<file path="config.mk">
export PLATFORM = sky130hd
export DESIGN_NAME = sar_logic_param
export DESIGN_NICKNAME = d
export VERILOG_FILES = /design/src/rtl/sar_logic_param.sv
export SDC_FILE = /design/constraint.sdc
export NUM_CORES = 1
export LEC_CHECK = 0
export CAP_MARGIN = 20
export CORE_ASPECT_RATIO = 1.5
export CORE_MARGIN = 2
export CORE_UTILIZATION = 51
export DETAILED_ROUTE_END_ITERATION = 6
export PLACE_DENSITY_LB_ADDON = 0.15
export SLEW_MARGIN = 10
export SYNTH_ARGS = -nofsm -noshare
export SYNTH_HDL_FRONTEND = slang
export SYNTH_SLANG_ARGS = --single-unit
</file>
<file path="constraint.sdc">
create_clock -name clk -period 3.2 [get_ports clk]
set_clock_uncertainty 0.1 [all_clocks]
set_input_delay 0.64 -clock clk [delete_from_list [all_inputs] [get_ports clk]]
set_output_delay 0.64 -clock clk [all_outputs]
set_load 0.05 [all_outputs]
</file>
<file path="src/rtl/sar_logic_param.sv">
// sar_logic_param: successive-approximation register control logic.
// Ports: clk, rst (sync, active-high), start, cont, skip[3:0], Comp, CompN in;
//        Samp, B/BN[NBITS], busy, eoc, dout[NBITS], dout_valid, cmp_err out.
module sar_logic_param #(
  parameter int NBITS         = 10,
  parameter int SAMPLE_CYCLES = 2
) (
  input  logic             clk,
  input  logic             rst,
  input  logic             start,
  input  logic             cont,
  input  logic [3:0]       skip,
  input  logic             Comp,
  input  logic             CompN,
  output logic             Samp,
  output logic [NBITS-1:0] B,
  output logic [NBITS-1:0] BN,
  output logic             busy,
  output logic             eoc,
  output logic [NBITS-1:0] dout,
  output logic             dout_valid,
  output logic             cmp_err
);

  localparam int KW = $clog2(NBITS);
  localparam int SW = (SAMPLE_CYCLES > 1) ? $clog2(SAMPLE_CYCLES) : 1;
  localparam logic [NBITS-1:0] ONES = '1;

  typedef enum logic [1:0] {
    S_IDLE,
    S_SAMPLE,
    S_CONVERT,
    S_DONE
  } state_t;

  state_t           r_state;
  logic [KW-1:0]    r_k;
  logic [KW-1:0]    r_skip;
  logic [SW-1:0]    r_scnt;
  logic [NBITS-1:0] r_b;
  logic [NBITS-1:0] r_bn;
  logic [NBITS-1:0] r_dout;
  logic             r_samp;
  logic             r_busy;
  logic             r_eoc;
  logic             r_dv;
  logic             r_err;

  logic [KW-1:0]    w_skip_c;
  logic [NBITS-1:0] w_b_res;

  // Skip counts at or beyond the word width leave only the MSB converted.
  always_comb begin
    w_skip_c = KW'(skip);
    if ({28'd0, skip} >= 32'(NBITS))
      w_skip_c = KW'(NBITS - 1);
  end

  // Word as it stands once the current bit takes the comparator decision.
  always_comb begin
    w_b_res      = r_b;
    w_b_res[r_k] = Comp;
  end

  always_ff @(posedge clk) begin
    if (rst) begin
      r_state <= S_IDLE;
      r_k     <= '0;
      r_skip  <= '0;
      r_scnt  <= '0;
      r_b     <= '0;
      r_bn    <= ONES;
      r_dout  <= '0;
      r_samp  <= 1'b0;
      r_busy  <= 1'b0;
      r_eoc   <= 1'b0;
      r_dv    <= 1'b0;
      r_err   <= 1'b0;
    end else begin
      r_eoc <= 1'b0;
      r_dv  <= 1'b0;
      unique case (r_state)
        S_IDLE: begin
          if (start) begin
            r_state <= S_SAMPLE;
            r_skip  <= w_skip_c;
            r_err   <= 1'b0;
            r_samp  <= 1'b1;
            r_busy  <= 1'b1;
            r_b     <= '0;
            r_bn    <= ONES;
            r_scnt  <= '0;
          end
        end
        S_SAMPLE: begin
          if (r_scnt == SW'(SAMPLE_CYCLES - 1)) begin
            r_state         <= S_CONVERT;
            r_samp          <= 1'b0;
            r_b[NBITS-1]    <= 1'b1;
            r_bn[NBITS-1]   <= 1'b0;
            r_k             <= KW'(NBITS - 1);
          end else begin
            r_scnt <= r_scnt + 1'b1;
          end
        end
        S_CONVERT: begin
          r_b[r_k]  <= Comp;
          r_bn[r_k] <= CompN;
          // Both rails equal means the comparator is not trustworthy.
          if (Comp == CompN)
            r_err <= 1'b1;
          if (r_k > r_skip) begin
            r_b[r_k - 1'b1]  <= 1'b1;
            r_bn[r_k - 1'b1] <= 1'b0;
            r_k              <= r_k - 1'b1;
          end else begin
            r_state <= S_DONE;
            r_dout  <= w_b_res;
            r_eoc   <= 1'b1;
            r_dv    <= 1'b1;
          end
        end
        S_DONE: begin
          if (cont) begin
            r_state <= S_SAMPLE;
            r_skip  <= w_skip_c;
            r_samp  <= 1'b1;
            r_b     <= '0;
            r_bn    <= ONES;
            r_scnt  <= '0;
          end else begin
            r_state <= S_IDLE;
            r_busy  <= 1'b0;
          end
        end
        default: begin
          r_state <= S_IDLE;
          r_busy  <= 1'b0;
          r_samp  <= 1'b0;
        end
      endcase
    end
  end

  assign Samp       = r_samp;
  assign B          = r_b;
  assign BN         = r_bn;
  assign busy       = r_busy;
  assign eoc        = r_eoc;
  assign dout       = r_dout;
  assign dout_valid = r_dv;
  assign cmp_err    = r_err;

endmodule
</file>
==> results.sh <==
export IMPL_status="complete, no violations"
export IMPL_fin_hold_ws_ps=374
export IMPL_p_clk_frac=0.109
export IMPL_power_total_w=0.00341
export IMPL_io_buffers=44
export IMPL_clkSinkCount=45
export IMPL_dr_first_iter_drc_count=149
export IMPL_cts_clk_slew_worst_paths_ps=90
export IMPL_rsz0062_at_grt="false"
export IMPL_drc_errors=0
export IMPL_slew_violations=0
export IMPL_place_congestion=0.934
export IMPL_cts_resized=0
export IMPL_core_area_um2=5160
export IMPL_switching_share=0.527
export IMPL_endpoint_kind="flop"
export IMPL_post_cts_setup_buffers=0
export IMPL_cp_start_kind="flop"
export IMPL_cts_buffers=5
export IMPL_setup_viol=0
export IMPL_synth_cell_types=63
export IMPL_crit_arrival_ps=2680
export IMPL_vias=2384
export IMPL_synth_nets=313
export IMPL_grt_pass1_wl_um=11100
export IMPL_holdBufCountCts=0
export IMPL_cp_required_ps=3330
export IMPL_synth_edff_count=0
export IMPL_grtUsageTotal=0.238
export IMPL_synth_area_um2=2720
export IMPL_peakVddDrop_mv=0.522
export IMPL_ys_dominant_reg_cell="dfxtp_1"
export IMPL_hold_violations=0
export IMPL_ctsLongestPathBuffers=2
export IMPL_diodes=0
export IMPL_antenna_found_initial=0
export IMPL_p_switching_w=0.00180
export IMPL_clk_latency_ps=310
export IMPL_seqPwrFrac=0.245
export IMPL_htreeDepth=2
export IMPL_hold_path_class="reg -> reg"
export IMPL_crit_fanout=11
export IMPL_ys_async_sr_fraction=0
export IMPL_drive_gt1_frac=0.164
export IMPL_period_share=0.798
export IMPL_yosysWarningCount=0
export IMPL_clock_root_buffer="clkbuf_8"
export IMPL_path_class="reg -> reg"
export IMPL_syn_to_final_growth_pct=21.3
export IMPL_die_x_um=63.7
export IMPL_cts_tree="built"
export IMPL_start_util=0.527
export IMPL_cap_violations=0
export IMPL_ant_nets=0
export IMPL_grt_pass1_vias=2268
export IMPL_grt_max_degree=27
export IMPL_synth_cells=287
export IMPL_dr_pass1_iters=4
export IMPL_dp_hpwl_um=5100
export IMPL_grt_overflow_total=0
export IMPL_vias_per_cell=5.99
export IMPL_min_period_ps=2550
export IMPL_io_pins=45
export IMPL_die_height_um=93.5
export IMPL_power_density_nw_per_um2=1030
export IMPL_comb_power_share=0.646
export IMPL_p_int_w=0.00161
export IMPL_totalWireLength_um=6790
export IMPL_leakagePower_nw=1.27
export IMPL_avgSynthCellArea_um2=9.49
export IMPL_fp_dieArea_um2=5950
export IMPL_final_nets=355
export IMPL_worstMarginPinSlew_ps=624
export IMPL_tns_ps=0
export IMPL_wl_per_cell_um=17.1
export IMPL_rows=32
export IMPL_ys_ff_latch=45
export IMPL_relSlewSlack=0.584
export IMPL_seq_area_frac_synth=0.331
export IMPL_fmax_ghz=0.392
## cell usage in the layout, fill, tap and decap left out, types with 2 or more instances in the layout
master,synthesis,layout
nor4_1,2,2
o21ai_0,4,4
a2111oi_2,3,3
nor3_1,5,5
a32oi_1,2,2
inv_1,14,14
mux2i_1,19,19
nand2_1,21,21
o31ai_1,7,7
a21oi_2,11,11
nand2b_1,7,7
nor2b_1,7,7
a22o_1,4,4
inv_2,3,3
buf_4,4,7
a21oi_1,16,16
a22oi_1,2,2
a211oi_2,9,9
nor2_1,10,10
a211oi_1,5,5
a21o_1,3,3
o21ai_1,6,6
a311oi_1,5,5
ha_1,16,16
clkdlybuf4s50_1,0,44
clkbuf_8,0,5
o22ai_1,2,2
nand3_1,3,3
a211o_1,5,5
or3_1,2,2
nand3b_1,4,4
dfxtp_1,45,45
## cells in the mapped netlist, types with 2 or more instances
| cell type | count | area (µm²) |
|---|---|---|
| o21ai_0 | 4 | 20.0 |
| a22oi_1 | 2 | 15.0 |
| a211o_1 | 5 | 43.8 |
| or3_1 | 2 | 12.5 |
| a311oi_1 | 5 | 43.8 |
| a21oi_1 | 16 | 80.1 |
| inv_1 | 14 | 52.6 |
| dfxtp_1 | 45 | 901 |
| o21ai_1 | 6 | 30.0 |
| nand3_1 | 3 | 15.0 |
| inv_2 | 3 | 11.3 |
| a32oi_1 | 2 | 17.5 |
| nand3b_1 | 4 | 30.0 |
| a21oi_2 | 11 | 96.3 |
| a22o_1 | 4 | 35.0 |
| a2111oi_2 | 3 | 45.0 |
| nand2b_1 | 7 | 43.8 |
| nor2_1 | 10 | 37.5 |
| nor3_1 | 5 | 25.0 |
| buf_4 | 4 | 30.0 |
| mux2i_1 | 19 | 190 |
| o31ai_1 | 7 | 52.6 |
| buf_2 | 4 | 20.0 |
| a211oi_1 | 5 | 37.5 |
| nor4_1 | 2 | 12.5 |
| nand2_1 | 21 | 78.8 |
| ha_1 | 16 | 200 |
| clkbuf_1 | 6 | 22.5 |
| o22ai_1 | 2 | 12.5 |
| nor2b_1 | 7 | 43.8 |
| a21o_1 | 3 | 22.5 |
| a211oi_2 | 9 | 113 |
## logic make-up after synthesis
group	after synthesis	synth area share
xor gates and xnor gates	1	0.00322
AOI/OAI and AO/OA	100	0.310
buffers and inverters	33	0.0556
muxes	21	0.0781
DFF	45	0.331
and+or+nand+nor	71	0.148
adders and majority gates	16	0.0735
## per-stage QoR
step	utilization	worst slack, ps	cell area [µm²]	std cells
4_1_cts	0.640	656	3300	398
6_report	0.640	648	3300	398
3_3_place_gp	0.622	734	3210	390
5_1_grt	0.640	509	3300	398
2_1_floorplan	-	1170	2720	287
3_5_place_dp	0.622	679	3210	390
## worst paths after layout
path	start	depth (start not counted)	slack, ps	endpoint
worst max-delay path	r_k[0]$_SDFFE_PP0P_	8	650	dout[0]$_SDFFE_PP0P_
worst min-delay path	r_skip[1]$_SDFFE_PP0P_	2	370	r_skip[1]$_SDFFE_PP0P_
worst max register to register	r_k[0]$_SDFFE_PP0P_	8	650	dout[0]$_SDFFE_PP0P_
worst min register to register	r_skip[1]$_SDFFE_PP0P_	2	370	r_skip[1]$_SDFFE_PP0P_
## critical path, stage by stage, from the launching register on
cell and delay (ps):
dfxtp_1 470, inv_1 200, ha_1 240, nor2b_1 200, o211ai_4 170, a21oi_2 550, buf_4 260, nor2_8 60
a211oi_1 230
## cell type report
cell class,instances,area (µm²)
multi-input cells,209,1670
clock inverters,3,21.3
fillers,459,1860
clock buffers,5,68.8
flip-flops and latches,45,901
inverters,17,63.8
repair buffers,51,493
well taps,68,85.1
## sequential cells by signal, indices dropped and copies added, names as in the netlist, 2 cells and up
| signal | cells |
|---|---|
| r_state | 2 |
| dout | 10 |
| BN | 10 |
| r_skip | 4 |
| B | 10 |
| r_k | 4 |
## power groups by stage
stage,Sequential (W),Combinational (W),Clock (W)
floorplan,0.00118,0.00134,0
global placement,0.000842,0.00217,0
detailed placement,0.000848,0.00219,0
CTS,0.000836,0.00220,0.000378
global route,0.000854,0.00236,0.000397
finish,0.000836,0.00221,0.000372
## metal layers
layer,vias to the layer above,track usage,share of wire
met2,73,0.438,0.52
li1,1153,-,-
met1,1140,0.269,0.41
met3,18,0.0349,0.038
met4,0,0.0996,0.030
met5,-,0,0
(Power assumes the default switching activity.)
